`src/rtl/mem_arb_pkg.sv`:
```
// Shared types and widths for the data-memory arbiter slice.
package mem_arb_pkg;

  typedef enum logic {IDLE, BUSY} arb_state_t;

  typedef enum logic [1:0] {OWN_NONE, OWN_M, OWN_D} arb_owner_t;

  localparam int DATA_W = 16;
  localparam int ADDR_W = 16;

endpackage

```
`src/rtl/dm_starve_ctr.sv`:
```
// Saturating count of D denials; once at the limit, D takes the next arbitration.
module dm_starve_ctr #(
  parameter int LIMIT = 4
) (
  input  logic clk,
  input  logic rst,
  input  logic inc,
  input  logic clr,
  output logic at_limit
);

  localparam int W = (LIMIT < 1) ? 1 : $clog2(LIMIT + 1);

  logic [W-1:0] cnt_q, cnt_d;

  always_comb begin
    cnt_d = cnt_q;
    if (clr) begin
      cnt_d = '0;
    end else if (inc && (cnt_q != W'(LIMIT))) begin
      cnt_d = cnt_q + 1'b1;
    end
  end

  always_ff @(posedge clk) begin
    if (rst) begin
      cnt_q <= '0;
    end else begin
      cnt_q <= cnt_d;
    end
  end

  // A limit of zero disables forced D priority entirely.
  assign at_limit = (LIMIT != 0) && (cnt_q == W'(LIMIT));

endmodule

```
`src/rtl/dmem_arbiter.sv`:
```
// Shares the single-ported data memory between the MEM stage (M) and a
// secondary D port, covering multi-cycle DM latency and D starvation.
module dmem_arbiter
  import mem_arb_pkg::*;
#(
  parameter int LATENCY      = 1,
  parameter int STARVE_LIMIT = 4
) (
  input  logic              clk,
  input  logic              rst,
  input  logic              m_re,
  input  logic              m_we,
  input  logic [ADDR_W-1:0] m_addr,
  input  logic [DATA_W-1:0] m_wdata,
  output logic [DATA_W-1:0] m_rdata,
  output logic              m_stall,
  input  logic              d_req,
  input  logic              d_we,
  input  logic [ADDR_W-1:0] d_addr,
  input  logic [DATA_W-1:0] d_wdata,
  output logic              d_gnt,
  output logic              d_valid,
  output logic [DATA_W-1:0] d_rdata,
  output logic              mem_re,
  output logic              mem_we,
  output logic [ADDR_W-1:0] mem_addr,
  output logic [DATA_W-1:0] mem_wdata,
  input  logic [DATA_W-1:0] mem_rdata
);

  localparam int CNT_W = (LATENCY < 2) ? 1 : $clog2(LATENCY + 1);

  arb_state_t        state_q, state_d;
  arb_owner_t        owner_q, owner_d, cur_owner;
  logic [CNT_W-1:0]  cnt_q, cnt_d;
  logic [ADDR_W-1:0] addr_q, addr_d;
  logic [DATA_W-1:0] wdata_q, wdata_d;
  logic              we_q, we_d;
  logic              m_act, grant_m, grant_d, completing, cur_we;
  logic              d_at_limit, starve_inc;

  assign m_act = m_re | m_we;

  always_comb begin
    state_d    = state_q;
    owner_d    = owner_q;
    cnt_d      = cnt_q;
    addr_d     = addr_q;
    wdata_d    = wdata_q;
    we_d       = we_q;
    cur_owner  = OWN_NONE;
    cur_we     = 1'b0;
    completing = 1'b0;
    grant_m    = 1'b0;
    grant_d    = 1'b0;
    mem_re     = 1'b0;
    mem_we     = 1'b0;
    mem_addr   = '0;
    mem_wdata  = '0;
    m_rdata    = '0;
    d_rdata    = '0;
    d_gnt      = 1'b0;
    d_valid    = 1'b0;

    // While reset is held nothing is granted and no strobe reaches DM.
    if (!rst) begin
      case (state_q)
        IDLE: begin
          grant_m = m_act && !(d_req && d_at_limit);
          grant_d = d_req && !grant_m;
          if (grant_m) begin
            cur_owner = OWN_M;
            cur_we    = m_we;
            mem_addr  = m_addr;
            mem_wdata = m_wdata;
          end else if (grant_d) begin
            cur_owner = OWN_D;
            cur_we    = d_we;
            mem_addr  = d_addr;
            mem_wdata = d_wdata;
            d_gnt     = 1'b1;
          end
          if (grant_m || grant_d) begin
            mem_we  = cur_we;
            mem_re  = !cur_we;
            addr_d  = mem_addr;
            wdata_d = mem_wdata;
            we_d    = cur_we;
            if (LATENCY == 1) begin
              completing = 1'b1;
            end else begin
              state_d = BUSY;
              owner_d = cur_owner;
              cnt_d   = CNT_W'(LATENCY - 1);
            end
          end
        end
        BUSY: begin
          cur_owner = owner_q;
          cur_we    = we_q;
          mem_we    = we_q;
          mem_re    = !we_q;
          mem_addr  = addr_q;
          mem_wdata = wdata_q;
          cnt_d     = cnt_q - 1'b1;
          if (cnt_q == CNT_W'(1)) begin
            completing = 1'b1;
            state_d    = IDLE;
            owner_d    = OWN_NONE;
          end
        end
        default: state_d = IDLE;
      endcase

      if (completing && (cur_owner == OWN_M) && !cur_we) begin
        m_rdata = mem_rdata;
      end
      if (completing && (cur_owner == OWN_D)) begin
        d_valid = 1'b1;
        if (!cur_we) begin
          d_rdata = mem_rdata;
        end
      end
    end

    m_stall = m_act && !((cur_owner == OWN_M) && completing);
  end

  always_ff @(posedge clk) begin
    if (rst) begin
      state_q <= IDLE;
      owner_q <= OWN_NONE;
      cnt_q   <= '0;
      addr_q  <= '0;
      wdata_q <= '0;
      we_q    <= 1'b0;
    end else begin
      state_q <= state_d;
      owner_q <= owner_d;
      cnt_q   <= cnt_d;
      addr_q  <= addr_d;
      wdata_q <= wdata_d;
      we_q    <= we_d;
    end
  end

  assign starve_inc = (state_q == IDLE) && d_req && grant_m;

  dm_starve_ctr #(
    .LIMIT(STARVE_LIMIT)
  ) u_starve (
    .clk     (clk),
    .rst     (rst),
    .inc     (starve_inc),
    .clr     (grant_d),
    .at_limit(d_at_limit)
  );

  // The MEM stage must never issue read and write together; write wins if it does.
  a_m_rw_exclusive: assert property (@(posedge clk) disable iff (rst) !(m_re && m_we));

endmodule
```
`config.mk`:
```
export PLATFORM = sky130hd
export DESIGN_NAME = dmem_arbiter
export DESIGN_NICKNAME = d
export VERILOG_FILES = /design/src/rtl/mem_arb_pkg.sv /design/src/rtl/dm_starve_ctr.sv /design/src/rtl/dmem_arbiter.sv
export SDC_FILE = /design/constraint.sdc
export NUM_CORES = 1
export LEC_CHECK = 0
export ABC_AREA = 1
export BUFFER_PORTS_ARGS = -buffer_cell sky130_fd_sc_hd__clkbuf_2
export CAP_MARGIN = 20
export CORE_MARGIN = 4
export CORE_UTILIZATION = 25
export DETAILED_ROUTE_END_ITERATION = 12
export PLACE_DENSITY = 0.54
export REMOVE_ABC_BUFFERS = 1
export SYNTH_ARGS = -nofsm -noshare
export SYNTH_HDL_FRONTEND = slang
export SYNTH_SLANG_ARGS = --single-unit
```
`constraint.sdc`:
```
create_clock -name clk -period 4.29 [get_ports clk]
set_input_delay 0 -clock clk [delete_from_list [all_inputs] [get_ports clk]]
set_output_delay 0 -clock clk [all_outputs]
set_load 0.01 [all_outputs]
```
Yosys cells after proc, flatten, opt, wreduce, memory -nomap -nowiden --
Index checks and enable logic that the tools add are counted.
Cells by class: add/subtract/negate cells 2, eq/ne operators 6, mux-type cells 50, bitwise operators 2, reduce and logical (&&, ||, !) cells 21
Operators with widths (count):
- $mux W16 | 11
- $pmux W16 S2 | 2
- $mux W1 | 25
- $mux W2 | 6
- $logic_and A1 B1 Y1 | 11
- $pmux W1 S2 | 5
- $logic_not A1 Y1 | 6
- $eq A2 B1 Y1 const B | 2
- $pmux W2 S2 | 1
- $reduce_and A2 Y1 | 2
- $add A3 B1 Y3 const B | 1
- $eq A3 B3 Y1 const B | 1
- $ne A3 B3 Y1 const B | 1
- $eq A2 B2 Y1 const B | 1
- $ne A2 B1 Y1 const B | 1
- $reduce_or A2 Y1 | 1
- $logic_or A1 B1 Y1 | 1
- $not A1 Y1 | 1
- $or A1 B1 Y1 | 1
- $sub A1 B1 Y1 const B | 1
Word-level totals: register bits 40, bits of input ports 86, logic and storage cells 88

Longest topological paths before layout --
depth after elaboration 16, mapped depth 10

Cells and area by module --
From an unflattened synthesis, not the netlist that was laid out.
Second synthesis, totals: cell total of the unflattened synthesis 552, area total of the unflattened synthesis 3219.3 µm²
By module, submodules not included:
- dmem_arbiter | instances 1, cells each 525, area an instance 3044.2 µm², sequential area each 700.7 µm²
- dm_starve_ctr | instances 1, cells each 27, area an instance 175.2 µm², sequential area each 60.1 µm²

Worst setup path after synthesis --
Ideal clock, no wire load.
path kind flip-flop to output port, start register u_starve.cnt_q[0], end output port d_rdata[5], arrival 1.438 ns, data required time 4.290 ns, path slack 2.852 ns, cell stages (with the launch flop) 9, buffers on the path 1, cells stage by stage dfxtp_1 > inv_1 > ha_1 > nand3_4 > nand2_4 > nand3_2 > nand3_2 > buf_6 > a21oi_1
Between the ends: word-level cells in the longest chain between the ends 15, elaborated cells on any way between the ends 25
Ends and longest elaborated chain:
- start: declaration | RTL line dm_starve_ctr.sv:14 | logic [W-1:0] cnt_q, cnt_d;
- start signal: assignment | RTL line dm_starve_ctr.sv:29 | cnt_q <= cnt_d;
- $eq A3 B3 Y1 * | RTL line dm_starve_ctr.sv:34 | assign at_limit = (LIMIT != 0) && (cnt_q == W'(LIMIT));
- $logic_and A1 B1 Y1 * | RTL line dmem_arbiter.sv:69 | grant_m = m_act && !(d_req && d_at_limit);
- $logic_not A1 Y1 * | RTL line dmem_arbiter.sv:69
- $logic_and A1 B1 Y1 * | RTL line dmem_arbiter.sv:69
- $logic_not A1 Y1 | RTL line dmem_arbiter.sv:70 | grant_d = d_req && !grant_m;
- $logic_and A1 B1 Y1 | RTL line dmem_arbiter.sv:70
- $mux W1 | RTL line dmem_arbiter.sv:76 | end else if (grant_d) begin
- $mux W1 | RTL line dmem_arbiter.sv:71 | if (grant_m) begin
- $mux W1 | RTL line dmem_arbiter.sv:67 | case (state_q)
- $mux W1 | RTL line dmem_arbiter.sv:66 | if (!rst) begin
- $pmux W1 S2 | RTL line dmem_arbiter.sv:67
- $mux W1 | RTL line dmem_arbiter.sv:66
- $mux W16 | RTL line dmem_arbiter.sv:120 | if (!cur_we) begin
- $mux W16 * | RTL line dmem_arbiter.sv:118 | if (completing && (cur_owner == OWN_D)) begin
- $mux W16 * | RTL line dmem_arbiter.sv:66
- end: declaration | RTL line dmem_arbiter.sv:23 | output logic [DATA_W-1:0] d_rdata,
Every way passes the cells marked *; elsewhere a longest branch is shown, timed or not. The select of a mux whose other input is x is not followed.

Worst setup path in the final report --
start register u_starve.cnt_q[0], end output port d_rdata[1]
Same word-level chain as after synthesis.

==> out/results.tsv <==
stage	metric	value	unit
setup_path	ff2ff_setup_slack	2.14	ns
setup_path	critPathKind	reg2out	
route	drt-wirelength-per-cell	10.7	um
setup_path	cp.arrival	2.60	ns
die	initial_core_util	25.8	%
synth	synth.ff_latch_count	38	
setup_path	cp_max_fo	99	
clock_tree	hold_buffers	0	
clock_tree	cts_buffer_depth	2	
route	viasPerCell	4.39	
die	rows	40	
synth	avgSynthCellArea	5.77	sq um
place	place_congestion	0.779	
clock_tree	cts_resized	0	
sta	finClkSkew	0.00593	ns
sta	relSlewSlack	39.7	%
synth	ys_seq_area_share	24.2	%
sta	hold_violations	0	
place	io_buffers	154	
sta	tightest_slew	0.904	ns
sta	min_period_over_period	60.5	%
place	dp_hpwl	6540	um
route	routed_wl	9000	um
sta	rsz0062_at_grt	false	
power_and_ir_drop	power.density	246	mW/mm^2
finish	final_layout_size_suffix_gt1_share	27.6	%
setup_path	cp_cell_sequence	inv_1 -> ha_1 -> nand3_4 -> nand2_4 -> nand3_2 -> nand3_2 -> a21oi_1 -> clkbuf_2	
setup_path	crit_top_cell	nand3_2	
clock_tree	cts_root_buffer	clkbuf_16	
setup_path	start_kind	flop	
hold_path	hp-class	in2reg	
synth	postSynthCellCount	544	
global_routing	grt_pass1_vias	3495	
clock_tree	cts_sinks	38	
clock_tree	clk_pin_slew	0.06	ns
finish	nets	760	
global_routing	grt_use_total	12.2	%
die	die_h	120	um
outcome	status	finished, final reports clean	
synth	yosys_warnings	0	
setup_path	required	4.29	ns
setup_path	regToRegEndpoint	u_starve.cnt_q[1]$_SDFFE_PP0P_	
global_routing	grt_max_degree	100	
die	coreArea	0.0122	sq mm
route	ant_nets	0	
global_routing	antenna_found_initial	0	
setup_path	rr_worst_depth	7	
clock_tree	postCtsSetupBuffers	0	
global_routing	overflow	0	
synth	netlist_area	0.00314	sq mm
setup_path	crit_start	u_starve.cnt_q[0]$_SDFFE_PP0P_	
finish	num_antenna_cells	0	
power_and_ir_drop	power_leakage	2.36	nW
finish	syn_to_final_growth	29.7	%
sta	holdWs	0.0711	ns
setup_path	critPathCapture	d_rdata[1]	
die	die_w	120	um
setup_path	cp_slowest_cell	nand2_4	
global_routing	grt_pass1_wl	15200	um
route	remaining_drc_errors	0	
synth	yosysUniqueCellTypes	25	
sta	finalCriticalPeriod	2.60	ns
clock_tree	cts_tree	yes	
sta	clock.fmax	0.385	GHz
run	max_cap_violations	0	
power_and_ir_drop	ir_drop	0.000104	V
clock_tree	clkLatencyLatePin	0.27	ns
route	first_iter_violations	120	
setup_path	worstSetupEndpointType	primary output	
clock_tree	h-tree-depth	2	
sta	final.setup.tns	0	ns
setup_path	r2r-start	u_starve.cnt_q[0]$_SDFFE_PP0P_	
sta	report.final.slew_viol_count	0	
route	drt-pass1-iter-count	4	
route	vias	3689	
sta	setup_viol	0	
setup_path	cpPeakStageDelay	0.48	ns
clock_tree	cts_made_buffers	5	
die	pin_count	155	
die	die_area	0.0144	sq mm
==> cells in the final DEF (no fill, tap or decap) <==
cell         n
clkbuf_1     1
nor2_8       2
ha_1         2
o22ai_1      1
o21ai_0     35
xor2_1       2
a21oi_1     11
clkbuf_2   154
dfxtp_1     38
clkbuf_16    5
nor2_4       1
buf_4        2
nand3_4      1
clkbuf_8     1
clkinv_2     1
inv_2        3
nand2_4      2
nand3_2      2
o211ai_1    32
nand3_1     34
nor2_2       1
a21oi_2      9
nand2_2      1
nand4_1      1
buf_12       1
nand2_1    170
nor2_1      87
inv_1       73
==> cells by family (layout without fill, tap and decap cells) <==
logic type	Yosys count	count (layout)	synth area share, %
AO/OA/AOI/OAI	88	88	17.7
XOR/XNOR	2	2	0.558
adder cells (fa/ha/maj)	2	2	0.797
buffers and inverters	112	241	16.5
flip-flops	38	38	24.2
AND/OR/NAND/NOR	302	302	40.2
==> critical path: cells and delay by family (launching register included) <==
kind / cells / cell delay (ns)
AO/OA/AOI/OAI: 1 / 0.27
flip-flops: 1 / 0.36
buffers and inverters: 2 / 0.22
adder cells (fa/ha/maj): 1 / 0.23
AND/OR/NAND/NOR: 4 / 1.23
==> state kept, by name, summed over array words and instances (netlist names) <==
signal          count
addr_q             16
we_q                1
wdata_q            16
u_starve.cnt_q      3
state_q             1
cnt_q               1
==> cells in the mapped netlist (all sizes together) <==
master  number  area [sq um]
nand2      173           667
nor2        91           382
inv         76           285
dfxtp       38           761
nand3       37           208
o21ai       35           175
o211ai      32           240
buf         28           203
a21oi       20           134
clkbuf       8          30.0
ha           2          25.0
xor2         2          17.5
nand4        1          6.26
o22ai        1          6.26
==> where the power goes <==
part           internal, mW  switching (mW)
Sequential            0.378          0.0123
Combinational        0.0999           0.148
Clock                 0.230           0.133
==> worst min path at each step <==
stage / start / endpoint / depth (start not counted) / slack, ns
final: m_addr[14] / addr_q[14]$_SDFFE_PP0P_ / 5 / 0.07
after global routing: m_addr[14] / addr_q[14]$_SDFFE_PP0P_ / 5 / 0.09
after CTS: m_addr[14] / addr_q[14]$_SDFFE_PP0P_ / 5 / 0.07
after detailed placement: mem_rdata[3] / d_rdata[3] / 4 / 0.29
after global placement: mem_rdata[4] / d_rdata[4] / 4 / 0.29
after floorplan: rst / mem_we / 1 / 0.05
==> final cells by class <==
type	instances	area [sq um]
fill	1369	8090
multi-input combinational	394	1860
timing repair buffer	157	806
sequential	38	761
inverter	76	285
tap	168	210
clock buffer	7	143
clock inverter	1	5.00
==> per-layer routing <==
| metal | vias up | global-route usage (%) | share of wire (%) |
|---|---|---|---|
| met1 | 1614 | 14.0 | 44 |
| met3 | 5 | 2.73 | 7.7 |
| met2 | 121 | 23.3 | 48 |
| li1 | 1949 | - | - |
| met4 | 0 | 2.15 | 0.49 |
| met5 | - | 0 | 0 |
==> metrics by stage <==
stage / power, mW / utilization, % / setup WS (ns) / area (sq um) / std cells
final: 1.00 / 33.5 / 1.69 / 4070 / 841
after global routing: 1.08 / 33.5 / 1.34 / 4070 / 841
after CTS: 1.03 / 33.3 / 1.62 / 4050 / 840
after detailed placement: 0.649 / 32.1 / 1.79 / 3910 / 832
after global placement: 0.642 / 32.1 / 1.87 / 3910 / 832
after floorplan: 0.538 / - / 2.38 / 2910 / 508
Power figures use the tool's default switching activity.
